`config.mk`:
```
export PLATFORM = sky130hd
export DESIGN_NAME = bist_scan_controller
export DESIGN_NICKNAME = d
export VERILOG_FILES = /design/src/rtl/bist_scan_controller.sv
export SDC_FILE = /design/constraint.sdc
export NUM_CORES = 1
export LEC_CHECK = 0
export CORE_UTILIZATION = 29
export CTS_CLUSTER_DIAMETER = 200
export DETAILED_ROUTE_END_ITERATION = 8
export MAX_ROUTING_LAYER = met4
export SLEW_MARGIN = 30
export SYNTH_ARGS = -nofsm -noshare
export SYNTH_HDL_FRONTEND = slang
export SYNTH_SLANG_ARGS = --single-unit
export TNS_END_PERCENT = 50
```
`constraint.sdc`:
```
create_clock -name CLK -period 4.5 [get_ports CLK]
set_clock_uncertainty 0.15 [all_clocks]
set_input_delay 0.9 -clock CLK [delete_from_list [all_inputs] [get_ports CLK]]
set_output_delay 0.9 -clock CLK [all_outputs]
set_load 0.05 [all_outputs]
```
`src/rtl/bist_scan_controller.sv`:
```
// ---------------------------------------------------------------------------
// bist_scan_controller
//
// Runs one complete BIST session on an LFSR-fed scan CUT. On START the CUT is
// reseeded for one cycle. The first pattern is then shifted in with SE=1 while
// SO is ignored, because the chain still holds reset data. Each pattern is
// captured in a single SE=0 cycle. Every following shift round unloads the
// previous response while it loads the next pattern. A final unload round
// drains the last response. Every unloaded SO bit is folded into a
// serial-input signature register (SISR). When the session ends, the SISR is
// compared against a golden signature.
//
// Ports:
//   CLK          rising-edge clock
//   RST          asynchronous active-high reset; aborts any session
//   START        session request, only honoured in IDLE or DONE
//   SO           scan-out bit from the CUT
//   SE           scan enable to the CUT (1 = shift, 0 = capture)
//   CUT_RST      one-cycle reseed/clear pulse to the CUT
//   BUSY         session in progress
//   DONE         session complete; held until the next START or RST
//   PASS         valid while DONE: SIGNATURE == GOLDEN_SIG
//   SIGNATURE    current SISR contents
//   PATTERN_CNT  number of patterns captured so far in this session
//
// All outputs are registered. Outputs are Moore-style and are updated on the
// same edge as the state they belong to.
// ---------------------------------------------------------------------------
module bist_scan_controller #(
  parameter int                    CHAIN_LEN    = 4,
  parameter int                    NUM_PATTERNS = 32,
  parameter int                    SIG_WIDTH    = 16,
  parameter logic [SIG_WIDTH-1:0]  SIG_POLY     = 16'h1021,
  parameter logic [SIG_WIDTH-1:0]  GOLDEN_SIG   = 16'h0000,
  localparam int                   CNT_W        = $clog2(NUM_PATTERNS + 1)
) (
  input  logic                 CLK,
  input  logic                 RST,
  input  logic                 START,
  input  logic                 SO,
  output logic                 SE,
  output logic                 CUT_RST,
  output logic                 BUSY,
  output logic                 DONE,
  output logic                 PASS,
  output logic [SIG_WIDTH-1:0] SIGNATURE,
  output logic [CNT_W-1:0]     PATTERN_CNT
);

  // The shift counter needs at least one bit, even for a one-flop chain.
  localparam int SH_W = (CHAIN_LEN > 1) ? $clog2(CHAIN_LEN) : 1;

  localparam logic [SH_W-1:0]  SHIFT_LAST   = SH_W'(CHAIN_LEN - 1);
  localparam logic [CNT_W-1:0] PATTERN_LAST = CNT_W'(NUM_PATTERNS - 1);

  typedef enum logic [2:0] {
    S_IDLE,
    S_INIT,
    S_LOAD,
    S_CAPTURE,
    S_SHIFT,
    S_UNLOAD,
    S_DONE
  } state_t;

  state_t          state;
  logic [SH_W-1:0] shift_cnt;
  logic            shift_last;
  logic            pattern_last;
  logic            sig_fb;
  logic [SIG_WIDTH-1:0] sig_next;

  assign shift_last   = (shift_cnt == SHIFT_LAST);
  // The count before this capture is one short of the total, so this
  // capture is the final one.
  assign pattern_last = (PATTERN_CNT == PATTERN_LAST);

  // Next SISR value when one SO bit is compacted. The SISR register is only
  // loaded with this value in SHIFT and UNLOAD. The value is also used when
  // entering DONE, so PASS is decided on the final signature without an
  // extra cycle of latency.
  always_comb begin
    sig_fb   = SIGNATURE[SIG_WIDTH-1] ^ SO;
    sig_next = {SIGNATURE[SIG_WIDTH-2:0], 1'b0};
    if (sig_fb) begin
      sig_next = sig_next ^ SIG_POLY;
    end
  end

  // Session FSM and all registered outputs. LOAD, SHIFT and UNLOAD each last
  // CHAIN_LEN cycles, counted by shift_cnt. The counter returns to 0 whenever
  // one of those states is left. PATTERN_CNT never passes NUM_PATTERNS,
  // because CAPTURE is only entered while patterns remain.
  always_ff @(posedge CLK or posedge RST) begin
    if (RST) begin
      state       <= S_IDLE;
      shift_cnt   <= '0;
      SE          <= 1'b0;
      CUT_RST     <= 1'b0;
      BUSY        <= 1'b0;
      DONE        <= 1'b0;
      PASS        <= 1'b0;
      SIGNATURE   <= '0;
      PATTERN_CNT <= '0;
    end else begin
      case (state)
        S_IDLE, S_DONE: begin
          if (START) begin
            state       <= S_INIT;
            shift_cnt   <= '0;
            SE          <= 1'b0;
            CUT_RST     <= 1'b1;
            BUSY        <= 1'b1;
            DONE        <= 1'b0;
            PASS        <= 1'b0;
            SIGNATURE   <= '0;
            PATTERN_CNT <= '0;
          end
        end

        S_INIT: begin
          state     <= S_LOAD;
          CUT_RST   <= 1'b0;
          SE        <= 1'b1;
          shift_cnt <= '0;
        end

        // The first pattern goes in here. SO only carries the post-reset
        // chain contents, so it is not compacted.
        S_LOAD: begin
          if (shift_last) begin
            state     <= S_CAPTURE;
            SE        <= 1'b0;
            shift_cnt <= '0;
          end else begin
            shift_cnt <= shift_cnt + 1'b1;
          end
        end

        S_CAPTURE: begin
          PATTERN_CNT <= PATTERN_CNT + 1'b1;
          SE          <= 1'b1;
          shift_cnt   <= '0;
          if (pattern_last) begin
            state <= S_UNLOAD;
          end else begin
            state <= S_SHIFT;
          end
        end

        S_SHIFT: begin
          SIGNATURE <= sig_next;
          if (shift_last) begin
            state     <= S_CAPTURE;
            SE        <= 1'b0;
            shift_cnt <= '0;
          end else begin
            shift_cnt <= shift_cnt + 1'b1;
          end
        end

        S_UNLOAD: begin
          SIGNATURE <= sig_next;
          if (shift_last) begin
            state     <= S_DONE;
            SE        <= 1'b0;
            BUSY      <= 1'b0;
            DONE      <= 1'b1;
            PASS      <= (sig_next == GOLDEN_SIG);
            shift_cnt <= '0;
          end else begin
            shift_cnt <= shift_cnt + 1'b1;
          end
        end

        default: begin
          state       <= S_IDLE;
          shift_cnt   <= '0;
          SE          <= 1'b0;
          CUT_RST     <= 1'b0;
          BUSY        <= 1'b0;
          DONE        <= 1'b0;
          PASS        <= 1'b0;
          SIGNATURE   <= '0;
          PATTERN_CNT <= '0;
        end
      endcase
    end
  end

`ifndef SYNTHESIS
  // The CUT must never be shifting while it is being reseeded.
  a_no_se_during_reseed : assert property (@(posedge CLK) disable iff (RST)
    !(SE && CUT_RST));

  // BUSY and DONE describe mutually exclusive phases of a session.
  a_busy_done_exclusive : assert property (@(posedge CLK) disable iff (RST)
    !(BUSY && DONE));

  // A PASS verdict only exists while the session result is being presented.
  a_pass_only_when_done : assert property (@(posedge CLK) disable iff (RST)
    PASS |-> DONE);
`endif

endmodule

```
==> flow_summary.yaml, run 1 <==
synthesis:
  yosysUniqueCellTypes: 43
  ys.flop_type: "dfrtp_1"
  async_flop_share: 1.000
  avgSynthCellArea_um2: 10.61
  synth-edff-count: 0
  postSynthCellCount: 154
  yosys_warnings: 0
  synth_area_um2: 1634
  synth-seq-area-share: 0.4900
  synth-seq-cells: 32
  synth.net_count: 160
global_route:
  antenna_found_initial: 0
  gr-total-overflow: 0
  grt_max_degree: 33
  grt_pass1_wl_um: 6113
  grt_pass1_vias: 1194
  grt_use_total: 0.1369
timing:
  fmax_mhz: 376.7
  finalHoldViolations: 0
  drv_slew: 0
  max_slew.worst_pin.slew_ns: 0.7724
  fin_crit_ns: 2.655
  fin_tns_setup_ns: 0
  setup_viol: 0
  rsz0062_at_grt: "false"
  fin_crit_sh: 0.5900
  max-slew-margin-rel: 0.4851
drt:
  first_pass_iters: 4
  drt-met1-wl_um: 1859
  met3_length_um: 106
  viasPerCell: 5.048
  vias: 1272
  antenna_left: 0
  routedWlPerCell_um: 14.54
  dr_wl_met2_um: 1644
  drc: 0
  wirelength_um: 3665
  drtIter0Drc: 91
  top_layer_used: "met4"
worst_setup_path:
  cpMaxStageDelayCell: "clkdlybuf4s50_1"
  r2r_start: "state[0]$_DFFE_PP0P_"
  path_buf_inv: 1
  critPathKind: "flop to output port"
  r2r-end: "SIGNATURE[12]$_DFFE_PP0P_"
  crit_path_start_kind: "flop"
  crit_required_ns: 3.45
  path_max_fanout: 5
  rrSetupSlack_ns: 2.35
  worstRegToRegCells: 4
  cp.arrival_ns: 1.60
  cp_cell_sequence: "clkdlybuf4s50_1"
  crit_family: "buffers and inverters"
  crit_path_end_kind: "output port"
  max_stage_delay_ns: 0.85
hold_path:
  holdPathStages: 2
  min-delay-start: "SE$_DFFE_PP0P_"
  min_path_type: "flop to flop"
  whs_endpoint: "SE$_DFFE_PP0P_"
cells_and_area:
  fin_nets: 187
  insertedDiodeCount: 0
  layout-drive-gt1-share: 0.07692
  area_growth_syn_to_layout_pct: 25.34
  fin_util: 0.3887
floorplanning:
  core.rowCount: 26
  io_pins: 31
  core_area_um2: 5270
  die_w_um: 77.07
  die_area_um2: 5939
  fp.dieH_um: 77.07
  start_util: 0.3101
clock_tree:
  cts_resized: 0
  post_cts_buffers: 0
  clk_pin_slew_ns: 0.06
  cts-root-buf: "clkbuf_8"
  cts_hold_buf: 0
  cts_tree: "built"
  worst_skew_pair.late_latency_ns: 0.28
  cts.sinks: 32
  cts_made_buffers: 5
  clock_path_buffers: 2
  htreeDepth: 2
flow_run:
  cap_violations: 0
place:
  portBuffers: 30
  place_congestion: 0.7301
  hpwl_um: 2485
pwr:
  p_sw_w: 0.0005643
  combPwrFrac: 0.434
  totalPowerFinal_w: 0.001246
  p_int_w: 0.0006819
  p_sw_frac: 0.4528
  clockPowerShare: 0.185
  vdd_drop_max_mv: 0.1602
  p_leak_nw: 0.8682
  pwr-share-seq: 0.381
  p_per_area_nw_per_um2: 608.4
outcome:
  status: "completed"
[worst max path at each step]
stage                               startpoint  slack, ns  cells after the start                         to
CTS                 PATTERN_CNT[0]$_DFFE_PP0P_       1.83                      1             PATTERN_CNT[0]
global route        PATTERN_CNT[0]$_DFFE_PP0P_       1.79                      1             PATTERN_CNT[0]
global placement                         START       1.72                      4   SIGNATURE[5]$_DFFE_PP0P_
detailed placement                       START       1.68                      4  SIGNATURE[12]$_DFFE_PP0P_
floorplan                                START       2.59                      5           DONE$_DFFE_PP0P_
finish              PATTERN_CNT[0]$_DFFE_PP0P_       1.85                      1             PATTERN_CNT[0]
[cell usage after synthesis (2+ instances only)]
| cell type | instances | area share |
|---|---|---|
| dfrtp_1 | 32 | 0.49 |
| a22o_1 | 17 | 0.091 |
| nand2_1 | 9 | 0.021 |
| o21ai_0 | 9 | 0.028 |
| a21oi_1 | 8 | 0.025 |
| inv_1 | 7 | 0.016 |
| nor4_1 | 6 | 0.023 |
| buf_2 | 5 | 0.015 |
| nor2_1 | 5 | 0.011 |
| xnor2_1 | 5 | 0.027 |
| o21ai_1 | 4 | 0.012 |
| buf_6 | 3 | 0.021 |
| nor2b_1 | 3 | 0.011 |
| a21boi_0 | 2 | 0.0092 |
| a21o_1 | 2 | 0.0092 |
| buf_4 | 2 | 0.0092 |
| clkbuf_1 | 2 | 0.0046 |
| ha_1 | 2 | 0.015 |
| mux2i_1 | 2 | 0.012 |
| nand2b_1 | 2 | 0.0077 |
| o21a_1 | 2 | 0.0092 |
| o21bai_1 | 2 | 0.0092 |
| o22ai_1 | 2 | 0.0077 |
| or3_1 | 2 | 0.0077 |
[flip-flops by register name, summed over array words and instances, names as in the netlist]
| signal | flops |
|---|---|
| BUSY | 1 |
| CUT_RST | 1 |
| SIGNATURE | 16 |
| PATTERN_CNT | 6 |
| SE | 1 |
| PASS | 1 |
| shift_cnt | 2 |
| state | 3 |
| DONE | 1 |
[cell families after synthesis]
logic type | Yosys count | synth area share
xor+xnor | 7 | 0.04212
fa+ha+maj | 2 | 0.01531
flops | 32 | 0.4900
mux | 2 | 0.01225
compound gates | 55 | 0.2351
buf+inv | 19 | 0.06585
simple gates | 37 | 0.1394
[power by group through the flow]
stage / sequential (W) / clock [W] / combinational [W]
2_1_floorplan: 0.000549 / 0 / 0.000352
3_3_place_gp: 0.000480 / 0 / 0.000539
3_5_place_dp: 0.000480 / 0 / 0.000543
4_1_cts: 0.000474 / 0.000235 / 0.000544
5_1_grt: 0.000491 / 0.000253 / 0.000587
6_report: 0.000475 / 0.000230 / 0.000541
[per-stage QoR]
stage	hold slack [ns]	instances	worst slack, ns	area (µm²)
6_report	0.3533	252	1.845	2048
5_1_grt	0.3857	252	1.789	2048
4_1_cts	0.3617	252	1.831	2048
3_5_place_dp	0.3464	244	1.677	1956
3_3_place_gp	0.3506	244	1.723	1956
2_1_floorplan	0.4134	154	2.585	1634
[layout by cell type (no fill, tap or decap), drive strengths merged, types with 2 or more instances in the layout]
cell type and instances:
a21boi 2, a21o 2, a21oi 8, a22o 17, buf 2, clkbuf 6, clkdlybuf4s50 30, clkinv 2
dfrtp 32, ha 2, inv 7, mux2i 2, nand2 9, nand2b 2, nand4 2, nor2 5
nor2b 3, nor3 2, nor4 6, o21a 2, o21ai 13, o21bai 2, o22ai 2, or3 2
xnor2 6
[metal layers]
metal  vias up  GRT usage
met5         -          -
met4         0    0.05094
met3         6    0.03571
met2        20     0.1866
met1       629     0.1926
li1        617          -
[final cells by class]
cell class	count	area (µm²)
Clock buffer	6	82.58
Inverter	7	26.28
Clock inverter	2	10.01
Fill cell	539	3222
Tap cell	70	87.58
Multi-Input combinational cell	103	725.7
Timing Repair Buffer	32	315.3
Sequential cell	32	800.8
(Power assumes the default switching activity.)
==> run 2: changes to the inputs <==
==> constraint.sdc (replaced) <==
create_clock -name CLK -period 2.4 [get_ports CLK]
set_clock_uncertainty 0.15 [all_clocks]
set_input_delay 0.48 -clock CLK [delete_from_list [all_inputs] [get_ports CLK]]
set_output_delay 0.48 -clock CLK [all_outputs]
set_load 0.05 [all_outputs]
==> run 2 against run 1 <==
Against the previous run:
- via count fell by 0.31%
- highest routed layer unchanged
- sequential share of layout area fell by 0.73 points
- worst setup slack got worse by 1.7 ns
- non-clock buffer count rose by 5
- wire length fell by 2.9%
==> flow_summary.yaml, run 2 (same netlist as run 1, synthesis figures left out) <==
worst_setup_path:
  path_buf_inv: 1
  crit_path_start_kind: "flop"
  crit_path_end_kind: "output port"
  critPathKind: "flop to output port"
  cp.arrival_ns: 1.59
  path_max_fanout: 5
  r2r-end: "SIGNATURE[5]$_DFFE_PP0P_"
  crit_family: "buffers and inverters"
  max_stage_delay_ns: 0.84
  crit_required_ns: 1.77
  worstRegToRegCells: 3
  cpMaxStageDelayCell: "clkdlybuf4s50_1"
  r2r_start: "state[2]$_DFFE_PP0P_"
  cp_cell_sequence: "clkdlybuf4s50_1"
  rrSetupSlack_ns: 0.61
cells_and_area:
  layout_common_cells: "dfrtp_1 (32), clkdlybuf4s50_1 (30), a22o_1 (17)"
  insertedDiodeCount: 0
  fin_area_um2: 2087
  layout_commonest_cell: "dfrtp_1"
  fin_util: 0.3960
  fin_nets: 192
  largest-register: "SIGNATURE"
  largest_reg_flops: 16
  area_growth_syn_to_layout_pct: 27.72
  reg_top3: "SIGNATURE (16), PATTERN_CNT (6), state (3)"
  layout-drive-gt1-share: 0.09626
  instances_no_fill: 257
timing:
  fin_crit_sh: 0.9261
  fmax_mhz: 449.9
  setup_viol: 0
  rsz0062_at_grt: "false"
  max_slew.worst_pin.slew_ns: 0.5978
  fin_crit_ns: 2.223
  max-slew-margin-rel: 0.6015
  drv_slew: 0
  hold_slack_ns: 0.3507
  fin_tns_setup_ns: 0
  finalHoldViolations: 0
place:
  portBuffers: 30
  hpwl_um: 2579
  placedCellCount: 249
  dpl_cell_area_um2: 1993
  place_congestion: 0.7826
clock_tree:
  cts-root-buf: "clkbuf_8"
  cts_made_buffers: 5
  htreeDepth: 2
  cts_hold_buf: 0
  clock_path_buffers: 2
  clk_pin_slew_ns: 0.07
  worst_skew_pair.late_latency_ns: 0.28
  cts_tree: "built"
  post_cts_buffers: 0
  cts.sinks: 32
  cts_resized: 0
floorplanning:
  core.rowCount: 26
  die_w_um: 77.07
  core_area_um2: 5270
  die_area_um2: 5939
  start_util: 0.3101
  fp.dieH_um: 77.07
  io_pins: 31
pwr:
  p_per_area_nw_per_um2: 1132
  vdd_drop_max_mv: 0.3035
  p_leak_nw: 0.8864
drt:
  viasPerCell: 4.934
  wirelength_um: 3560
  drtIter0Drc: 101
  drc: 0
  routedWlPerCell_um: 13.85
  antenna_left: 0
  vias: 1268
  first_pass_iters: 4
hold_path:
  min-delay-start: "SE$_DFFE_PP0P_"
  holdPathStages: 2
  min_path_type: "flop to flop"
  whs_endpoint: "SE$_DFFE_PP0P_"
global_route:
  grt_pass1_vias: 1253
  grt_max_degree: 20
  grt_pass1_wl_um: 6168
  antenna_found_initial: 0
  grt_use_total: 0.1363
  gr-total-overflow: 0
flow_run:
  cap_violations: 0
outcome:
  status: "completed"
## run 2: cell count changes in the layout (fill, tap and decap cells not counted), sizes merged
| cell | before | now |
|---|---|---|
| buf | 2 | 7 |
| clkinv | 2 | 0 |
| clkbuf | 6 | 7 |
| clkinvlp | 0 | 1 |
## run 2: layout make-up
| class | instances | area [µm²] |
|---|---|---|
| inverters | 7 | 26.28 |
| fillers | 540 | 3183 |
| flip-flops and latches | 32 | 800.8 |
| clock buffers | 7 | 86.33 |
| multi-input cells | 103 | 725.7 |
| clock inverters | 1 | 7.507 |
| well taps | 70 | 87.58 |
| repair buffers | 37 | 352.8 |
## run 2: metrics by stage
step / total power (W) / setup slack (ns)
after global routing: 0.002521 / 0.1144
after global placement: 0.001942 / 0.2325
after CTS: 0.002383 / 0.1520
final: 0.002362 / 0.1774
after detailed placement: 0.001944 / 0.2063
after floorplan: 0.001689 / 0.6130
## run 2: worst max path at each step
stage	cells past startpoint	end	start	slack (ns)
2_1_floorplan	5	PATTERN_CNT[4]$_DFFE_PP0P_	PATTERN_CNT[0]$_DFFE_PP0P_	0.61
3_3_place_gp	4	SIGNATURE[0]$_DFFE_PP0P_	START	0.23
3_5_place_dp	4	SIGNATURE[0]$_DFFE_PP0P_	START	0.21
4_1_cts	1	PATTERN_CNT[0]	PATTERN_CNT[0]$_DFFE_PP0P_	0.15
5_1_grt	1	PATTERN_CNT[0]	PATTERN_CNT[0]$_DFFE_PP0P_	0.11
6_report	1	PATTERN_CNT[2]	PATTERN_CNT[2]$_DFFE_PP0P_	0.18
## run 2: power by group
| part | total, W | internal, W | switching (W) | leakage (nW) |
|---|---|---|---|---|
| Combinational | 0.00110 | 0.000425 | 0.000673 | 0.415 |
| Sequential | 0.000832 | 0.000652 | 0.000181 | 0.426 |
| Clock | 0.000431 | 0.000233 | 0.000198 | 0.0445 |
## run 2: routing by layer
layer  wire length, µm  GRT usage
met1              1772     0.1820
met2              1604     0.2000
met3               122    0.03214
met4                60    0.05094
met5                 0          -
==> run 3: changes to the inputs <==
--- a/config.mk
+++ b/config.mk
@@ -8,6 +8,7 @@
 export CORE_UTILIZATION = 29
 export CTS_CLUSTER_DIAMETER = 200
 export DETAILED_ROUTE_END_ITERATION = 8
+export GPL_ROUTABILITY_DRIVEN = 0
 export MAX_ROUTING_LAYER = met4
 export SLEW_MARGIN = 30
 export SYNTH_ARGS = -nofsm -noshare
==> constraint.sdc (replaced) <==
create_clock -name CLK -period 2.53 [get_ports CLK]
set_clock_uncertainty 0.15 [all_clocks]
set_input_delay 0.506 -clock CLK [delete_from_list [all_inputs] [get_ports CLK]]
set_output_delay 0.506 -clock CLK [all_outputs]
set_load 0.05 [all_outputs]
==> run 3 against run 2 <==
Against the previous run:
- non-clock buffer count shrank 2
- global-route usage shrank 0.061 points
- critical endpoint is now PATTERN_CNT[0]
- register-to-register slack about the same
- flip-flop and latch count stayed put
- core utilization hardly changed
- wire length is 1.3% higher
- final area is essentially flat
- worst hold slack improved by 0.014 ns
- via count up 0.47%
- clock power grew 11%
==> flow_summary.yaml, run 3 (same netlist as run 1, synthesis figures left out) <==
outcome:
  status: "completed"
clock_tree:
  cts_tree: "built"
  cts_hold_buf: 0
  worst_skew_pair.late_latency_ns: 0.28
  clock_path_buffers: 2
  cts-root-buf: "clkbuf_8"
  cts_resized: 0
  cts_made_buffers: 5
  htreeDepth: 2
  cts.sinks: 32
  clk_pin_slew_ns: 0.06
  post_cts_buffers: 0
worst_setup_path:
  path_max_fanout: 5
  crit_path_start_kind: "flop"
  crit_path_end_kind: "output port"
  crit_family: "buffers and inverters"
  path_buf_inv: 1
  cp.arrival_ns: 1.59
  cpMaxStageDelayCell: "clkdlybuf4s50_1"
  max_stage_delay_ns: 0.84
  critPathKind: "flop to output port"
  cp_cell_sequence: "clkdlybuf4s50_1"
  crit_required_ns: 1.87
pwr:
  vdd_drop_max_mv: 0.2927
  p_leak_nw: 0.8875
  clockPowerShare: 0.208
  totalPowerFinal_w: 0.002306
  p_sw_w: 0.001004
  p_sw_frac: 0.4353
  p_per_area_nw_per_um2: 1106
  p_int_w: 0.001302
  combPwrFrac: 0.445
  pwr-share-seq: 0.347
global_route:
  grt_pass1_wl_um: 6023
  grt_use_total: 0.1357
  antenna_found_initial: 0
  gr-total-overflow: 0
  grt_max_degree: 33
  grt_pass1_vias: 1217
place:
  hpwl_um: 2515
  placedCellCount: 247
  portBuffers: 30
drt:
  wirelength_um: 3605
  drc: 0
  vias: 1274
  viasPerCell: 4.996
  drtIter0Drc: 66
  routedWlPerCell_um: 14.14
  antenna_left: 0
  first_pass_iters: 4
cells_and_area:
  fin_util: 0.3958
  num-fill-cells: 541
  layout_common_cells: "dfrtp_1 (32), clkdlybuf4s50_1 (30), a22o_1 (17)"
  reg_top3: "SIGNATURE (16), PATTERN_CNT (6), state (3)"
  layout_commonest_cell: "dfrtp_1"
  layout-drive-gt1-share: 0.08649
  largest_reg_flops: 16
  instances_no_fill: 255
  area_growth_syn_to_layout_pct: 27.64
  insertedDiodeCount: 0
  largest-register: "SIGNATURE"
  fin_nets: 190
timing:
  finalHoldViolations: 0
  fmax_mhz: 444.9
  fin_crit_sh: 0.8884
  max_slew.worst_pin.slew_ns: 0.7804
  rsz0062_at_grt: "false"
  fin_crit_ns: 2.248
  fin_tns_setup_ns: 0
  hold_slack_ns: 0.3648
  drv_slew: 0
  max-slew-margin-rel: 0.4797
  setup_viol: 0
floorplanning:
  core.rowCount: 26
  core_area_um2: 5270
  io_pins: 31
  die_w_um: 77.07
  start_util: 0.3101
  fp.dieH_um: 77.07
  die_area_um2: 5939
hold_path:
  min_path_type: "flop to flop"
flow_run:
  cap_violations: 0
run 3: per-layer routing:
layer,wire length (µm),part of all wire,vias to the layer above,global-route usage
li1,-,-,631,-
met1,1849,0.51,615,0.1849
met2,1560,0.43,22,0.1866
met3,121,0.034,6,0.03571
met4,74,0.021,0,0.06226
met5,0,0,-,-
run 3: final cells by class:
class,instances,area [µm²],share of cell area
sequential,32,800.8,0.3839
tap,70,87.58,0.04199
clock buffer,6,72.57,0.03479
multi-input combinational,103,725.7,0.3479
timing repair buffer,35,337.8,0.1620
clock inverter,2,35.03,0.01680
inverter,7,26.28,0.01260
run 3: per-stage QoR:
step | cell area [µm²] | setup slack [ns]
after global routing | 2086 | 0.2086
final | 2086 | 0.2823
after detailed placement | 1978 | 0.2839
after global placement | 1978 | 0.3228
after CTS | 2086 | 0.2595
after floorplan | 1634 | 0.7430
run 3: path summary, 6_finish.rpt:
path | from | end | slack, ns | depth (start not counted)
hold reg to reg | SE$_DFFE_PP0P_ | SE$_DFFE_PP0P_ | 0.36 | 2
setup / recovery | PATTERN_CNT[0]$_DFFE_PP0P_ | PATTERN_CNT[0] | 0.28 | 1
min in group asynchronous | RST | SIGNATURE[7]$_DFFE_PP0P_ | 0.46 | 3
setup reg to reg | state[1]$_DFFE_PP0P_ | SIGNATURE[5]$_DFFE_PP0P_ | 0.62 | 2
hold / removal | SE$_DFFE_PP0P_ | SE$_DFFE_PP0P_ | 0.36 | 2
max in group asynchronous | RST | PATTERN_CNT[2]$_DFFE_PP0P_ | 1.48 | 3
run 3: power by group through the flow:
stage	Combinational (W)	Clock, W	Sequential [W]
after floorplan	0.000626	0	0.000976
after global placement	0.00102	0	0.000807
after detailed placement	0.00103	0	0.000808
after CTS	0.00103	0.000494	0.000800
after global routing	0.00111	0.000522	0.000822
final	0.00103	0.000480	0.000801
